**src/rtl/brute_candidate_gen.sv**
```systemverilog
// Brute-force candidate generator: odometer over a fixed charset, shortest candidates first.
// Latency: first candidate 1 cycle after start; next candidate 1 cycle after each transfer (1/cycle).
// Backpressure: candidate is held stable while cand_valid && !cand_ready; found ends the run at once.
//
// Ports:
//   clk, reset          clock, asynchronous active-high reset
//   start               one-cycle pulse; begins a run from IDLE or DONE (ignored in RUN)
//   found               one-cycle pulse from compare stage; ends the run (RUN only)
//   cand_ready          downstream can accept the presented candidate
//   cand_valid          cand_data/cand_len hold a valid candidate
//   cand_data           candidate bytes, lane 0 in [7:0]; lanes >= cand_len are zero
//   cand_len            candidate length in characters
//   attempt_count       candidates accepted this run
//   busy / done         in RUN / in DONE (done held until next start)
//   done_reason         0 none, 1 found, 2 attempt limit, 3 space exhausted
module brute_candidate_gen #(
  parameter int         MAX_LEN      = 4,
  parameter int         CHARSET_SIZE = 26,
  parameter logic [7:0] CHAR_BASE    = 8'h61,
  parameter int         MAX_ATTEMPTS = 100
) (
  input  logic                 clk,
  input  logic                 reset,
  input  logic                 start,
  input  logic                 found,
  input  logic                 cand_ready,
  output logic                 cand_valid,
  output logic [8*MAX_LEN-1:0] cand_data,
  output logic [2:0]           cand_len,
  output logic [31:0]          attempt_count,
  output logic                 busy,
  output logic                 done,
  output logic [1:0]           done_reason
);

  localparam int DW = (CHARSET_SIZE > 1) ? $clog2(CHARSET_SIZE) : 1;
  localparam logic [DW-1:0]          TOP_DIGIT  = DW'(CHARSET_SIZE - 1);
  localparam logic [8*MAX_LEN-1:0]   FIRST_DATA = (8*MAX_LEN)'(CHAR_BASE);

  typedef enum logic [1:0] {S_IDLE, S_RUN, S_DONE} state_t;

  state_t               state;
  logic [DW-1:0]        digit_q  [MAX_LEN];
  logic [DW-1:0]        digit_nx [MAX_LEN];
  logic                 carry;
  logic                 wrap;
  logic [2:0]           len_nx;
  logic [8*MAX_LEN-1:0] data_nx;
  logic                 xfer;
  logic                 at_limit;
  logic                 is_last;

  // Next candidate: increment the odometer from digit 0, carrying up to the
  // current length. A carry out of the top digit means every digit was at the
  // top symbol, so the digits are already all zero and only the length grows.
  always_comb begin
    carry = 1'b1;
    for (int i = 0; i < MAX_LEN; i++) begin
      digit_nx[i] = digit_q[i];
      if (carry && (3'(i) < cand_len)) begin
        if (digit_q[i] == TOP_DIGIT) begin
          digit_nx[i] = '0;
        end else begin
          digit_nx[i] = digit_q[i] + DW'(1);
          carry       = 1'b0;
        end
      end
    end
    wrap   = carry;
    len_nx = wrap ? (cand_len + 3'd1) : cand_len;
    data_nx = '0;
    for (int i = 0; i < MAX_LEN; i++) begin
      if (3'(i) < len_nx) data_nx[8*i +: 8] = CHAR_BASE + 8'(digit_nx[i]);
    end
  end

  assign xfer     = cand_valid && cand_ready;
  assign at_limit = (attempt_count + 32'd1) == 32'(MAX_ATTEMPTS);
  // Carry out of a full-length candidate: the whole space has been produced.
  assign is_last  = (cand_len == 3'(MAX_LEN)) && wrap;

  always_ff @(posedge clk or posedge reset) begin
    if (reset) begin
      state         <= S_IDLE;
      cand_valid    <= 1'b0;
      cand_data     <= '0;
      cand_len      <= 3'd1;
      attempt_count <= '0;
      busy          <= 1'b0;
      done          <= 1'b0;
      done_reason   <= 2'd0;
      for (int i = 0; i < MAX_LEN; i++) digit_q[i] <= '0;
    end else begin
      case (state)
        S_IDLE, S_DONE: begin
          if (start) begin
            state         <= S_RUN;
            cand_valid    <= 1'b1;
            cand_data     <= FIRST_DATA;
            cand_len      <= 3'd1;
            attempt_count <= '0;
            busy          <= 1'b1;
            done          <= 1'b0;
            done_reason   <= 2'd0;
            for (int i = 0; i < MAX_LEN; i++) digit_q[i] <= '0;
          end
        end
        S_RUN: begin
          if (xfer) attempt_count <= attempt_count + 32'd1;
          if (found) begin
            // A simultaneous transfer is counted above but not advanced.
            state       <= S_DONE;
            cand_valid  <= 1'b0;
            busy        <= 1'b0;
            done        <= 1'b1;
            done_reason <= 2'd1;
          end else if (xfer) begin
            if (at_limit || is_last) begin
              state       <= S_DONE;
              cand_valid  <= 1'b0;
              busy        <= 1'b0;
              done        <= 1'b1;
              done_reason <= at_limit ? 2'd2 : 2'd3;
            end else begin
              cand_data <= data_nx;
              cand_len  <= len_nx;
              for (int i = 0; i < MAX_LEN; i++) digit_q[i] <= digit_nx[i];
            end
          end
        end
        default: state <= S_IDLE;
      endcase
    end
  end

endmodule

```
**config.mk**
```make
export PLATFORM = sky130hd
export DESIGN_NAME = brute_candidate_gen
export DESIGN_NICKNAME = d
export VERILOG_FILES = /design/src/rtl/brute_candidate_gen.sv
export SDC_FILE = /design/constraint.sdc
export NUM_CORES = 1
export LEC_CHECK = 0
export ABC_AREA = 0
export CORE_MARGIN = 3
export CORE_UTILIZATION = 29
export DETAILED_ROUTE_END_ITERATION = 10
export PLACE_DENSITY_LB_ADDON = 0.05
export REMOVE_ABC_BUFFERS = 1
export SLEW_MARGIN = 0
export SYNTH_ARGS = -nofsm -noshare
export SYNTH_HDL_FRONTEND = slang
export SYNTH_SLANG_ARGS = --single-unit
```
**constraint.sdc**
```tcl
create_clock -name clk -period 5.4 [get_ports clk]
set_input_delay 0.54 -clock clk [delete_from_list [all_inputs] [get_ports clk]]
set_output_delay 0.54 -clock clk [all_outputs]
set_load 0.01 [all_outputs]
```
==> metrics.txt <==
result of the run finished clean; wire per inst 18.0 µm; Clk Latency, worst-skew pair 0.36 ns; clock tree from TritonCTS yes; clock slew at reported path FFs 0.07 ns; area delta synth->final 21.3%; critical path endpoint category register; effective utilization at floorplan 30.1%; Worst Path Class, Setup register to register; Final Instance Area 7000 µm²; max-slew violation count 0; core outline area 19100 µm²; filler-free cell count of the finished design 954; I/O pin count 77; post-DR vias/cell 5.43; GPL Wtd Cong 0.858; met3 routing resource usage after global routing 3.82%; ratio of cells with drive above 1 in the final layout 6.20%; number of sinks on the clock net 93; power per cell area 299 nW/µm²; Hold Violations, Final 0; number of nets at the end of the flow 710; Critical R2R Launch attempt_count[0]$_DFFE_PP0P_; flip-flop and latch count after synthesis 93; sequential element share of the synthesized area 40.4%; number of antenna violations at the first check in global routing 0; cell depth of the worst min-delay path 1; Die Span Y 147 µm; number of synthesized flops with an enable pin 0; ranking of synthesized cells by area sky130_fd_sc_hd__dfrtp_1 40%, sky130_fd_sc_hd__a22o_1 6.4%, sky130_fd_sc_hd__o21ai_0 4.1%; RR Endpoint cand_data[3]$_DFFE_PP0P_; Startpoint Class register; vias after detailed routing 5181; total instance count after detailed placement 939; Antenna Violating Nets Remaining 0; depth of the worst register-to-register path 10; CP required 5.69 ns; min setup slack post-route 1.45 ns; top flip-flop cell by instance count after synthesis sky130_fd_sc_hd__dfrtp_1; GRT Overall Usage 16.0%; commonest cells in the synthesized netlist 92 x sky130_fd_sc_hd__dfrtp_1, 56 x sky130_fd_sc_hd__nand2_1, 47 x sky130_fd_sc_hd__o21ai_0; clock root buffer sky130_fd_sc_hd__clkbuf_16; relative slew slack 20.1%; hold path endpoint done$_DFFE_PP0P_; clock buffer depth 2; maximum level of the CTS H-tree 3; cells after synthesis 638; Syn. warnings 0; share of flip-flops with an asynchronous set or reset after synthesis 100%; average footprint of a synthesized cell 9.04 µm²; largest fanout on the critical path 33; CTS Buf Count 9; # resized after CTS 0; Overflow after GRT 0; synthesized cell area 5770 µm²; type of the most critical hold path register to register; global-route track usage on met2 27.0%; max-cap viol count 0; Least-Margin Pin Slew 1.20 ns; library cell with the highest instance count after synthesis sky130_fd_sc_hd__dfrtp_1; post-detail-place hpwl 11.6 mm; Max IR drop VDD 0.157 mV; Total Neg Setup Slack 0 ns; pin count of the biggest net entering global routing 75; setup slack on the worst flop-to-flop path 1.45 ns; vias in the first global route 5084; number of detailed-route iterations in the first pass 5; antenna diode count 0; peak clock frequency supported by timing 253 MHz; DR iter-0 viols 410; number of library cell types mapped by synthesis 64; hold path startpoint done$_DFFE_PP0P_; count of port buffers added during placement 76; unrepaired setup endpoints after global routing false; cell area after placement 6690 µm²; data arrival time of the worst path 4.24 ns; wire length of the first global-routing pass 27.8 mm; crit path time final 3.95 ns; Die ar. 21600 µm²; residual DRC count 0; leakage power 2.90 nW; gr busiest metal met2; share of Yosys cell area claimed by the top area cell type 39.9%; worst clock skew on the final layout 0.0125 ns; quantity of hold-fixing buffers added after cts 0; placement row count 50; routed wire length 17.1 mm; fraction of the cycle the final worst path needs 73.2%; met1 Usage GRT 20.8%; floorplan die width 147 µm; post-place setup slack 1.50 ns; post-CTS setup repair buffer count 0; post-synth top area cell sky130_fd_sc_hd__dfrtp_1; final setup fails 0
-- stage by stage --
stage / power [mW] / util (%) / hold slack (ns)
after floorplan: 1.16 / - / 0.518
after global placement: 1.42 / 35.0 / 0.479
after detailed placement: 1.43 / 35.0 / 0.477
after CTS: 2.13 / 36.5 / 0.508
after global routing: 2.22 / 36.5 / 0.528
final: 2.09 / 36.5 / 0.495
-- worst max-delay path by stage --
stage / from / endpoint / slack (ns) / cells past startpoint
4_1_cts: attempt_count[0]$_DFFE_PP0P_ / cand_data[3]$_DFFE_PP0P_ / 1.47 / 10
6_report: attempt_count[0]$_DFFE_PP0P_ / cand_data[3]$_DFFE_PP0P_ / 1.45 / 10
3_5_place_dp: attempt_count[0]$_DFFE_PP0P_ / cand_data[3]$_DFFE_PP0P_ / 1.50 / 10
5_1_grt: attempt_count[0]$_DFFE_PP0P_ / digit_q[15]$_DFFE_PP0P_ / 1.14 / 10
3_3_place_gp: attempt_count[0]$_DFFE_PP0P_ / digit_q[5]$_DFFE_PP0P_ / 1.69 / 10
2_1_floorplan: attempt_count[0]$_DFFE_PP0P_ / cand_data[3]$_DFFE_PP0P_ / 1.70 / 9
-- where the power goes --
| part | switching, mW | internal (mW) |
|---|---|---|
| Sequential | 0.0547 | 0.736 |
| Combinational | 0.420 | 0.198 |
| Clock | 0.305 | 0.376 |
| Total | 0.780 | 1.31 |
-- per-layer routing --
layer,part of all wire (%),vias to the layer above,wire [µm]
met2,49,143,8370
li1,-,2494,-
met3,5.3,14,916
met5,0,-,0
met4,1.0,0,172
met1,45,2530,7680
-- cell families after synthesis --
group | after synthesis | share of synthesized area [%]
and+or+nand+nor | 237 | 22.5
muxes | 7 | 1.21
AOI/OAI and AO/OA | 196 | 24.1
buffers and inverters | 71 | 5.73
adders and majority gates | 15 | 3.25
xor gates and xnor gates | 19 | 2.88
DFF | 93 | 40.4
-- worst max-delay path: stages (launching register included) --
cell and delay (ns):
sky130_fd_sc_hd__dfrtp_1 0.48, sky130_fd_sc_hd__ha_1 0.32, sky130_fd_sc_hd__nand3_1 0.33, sky130_fd_sc_hd__nor4_2 0.89, sky130_fd_sc_hd__nor3b_1 0.35, sky130_fd_sc_hd__a31oi_1 0.20
sky130_fd_sc_hd__nor4b_4 0.36, sky130_fd_sc_hd__nand2_2 0.15, sky130_fd_sc_hd__a41oi_4 0.22, sky130_fd_sc_hd__buf_4 0.37, sky130_fd_sc_hd__a22o_1 0.20
-- final cells by class --
type / instances / area, µm²
clock buffer: 10 / 239
sequential: 93 / 2330
multi-input combinational: 474 / 3110
fill: 2006 / 12100
tap: 260 / 325
timing repair buffer: 84 / 821
clock inverter: 5 / 65.1
inverter: 28 / 108
-- flip-flops by register name, indices dropped and copies added (netlist names) --
| name | cells |
|---|---|
| cand_len | 3 |
| done | 1 |
| done_reason | 2 |
| state | 2 |
| busy | 1 |
| cand_data | 32 |
| attempt_count | 32 |
| digit_q | 20 |
-- cells in the final DEF, fill, tap and decap left out, drive strengths merged, types with 5 or more instances in the layout --
master and count:
dfrtp 92, clkdlybuf4s50 76, nand2 57, o21ai 48, nor2 45, a22o 42
inv 31, a21oi 26, nand3 23, nand4 23, nor3 20, ha 15
o31ai 13, nor4 13, and3 11, a21o 10, xnor2 10, a31oi 10
o2bb2ai 10, clkbuf 10, xor2 9, buf 8, or3 7, mux2i 7
nor3b 7, nor2b 5, nand2b 5, o41ai 5, nor4b 5
Note: power is estimated with default switching activity, not from simulation.
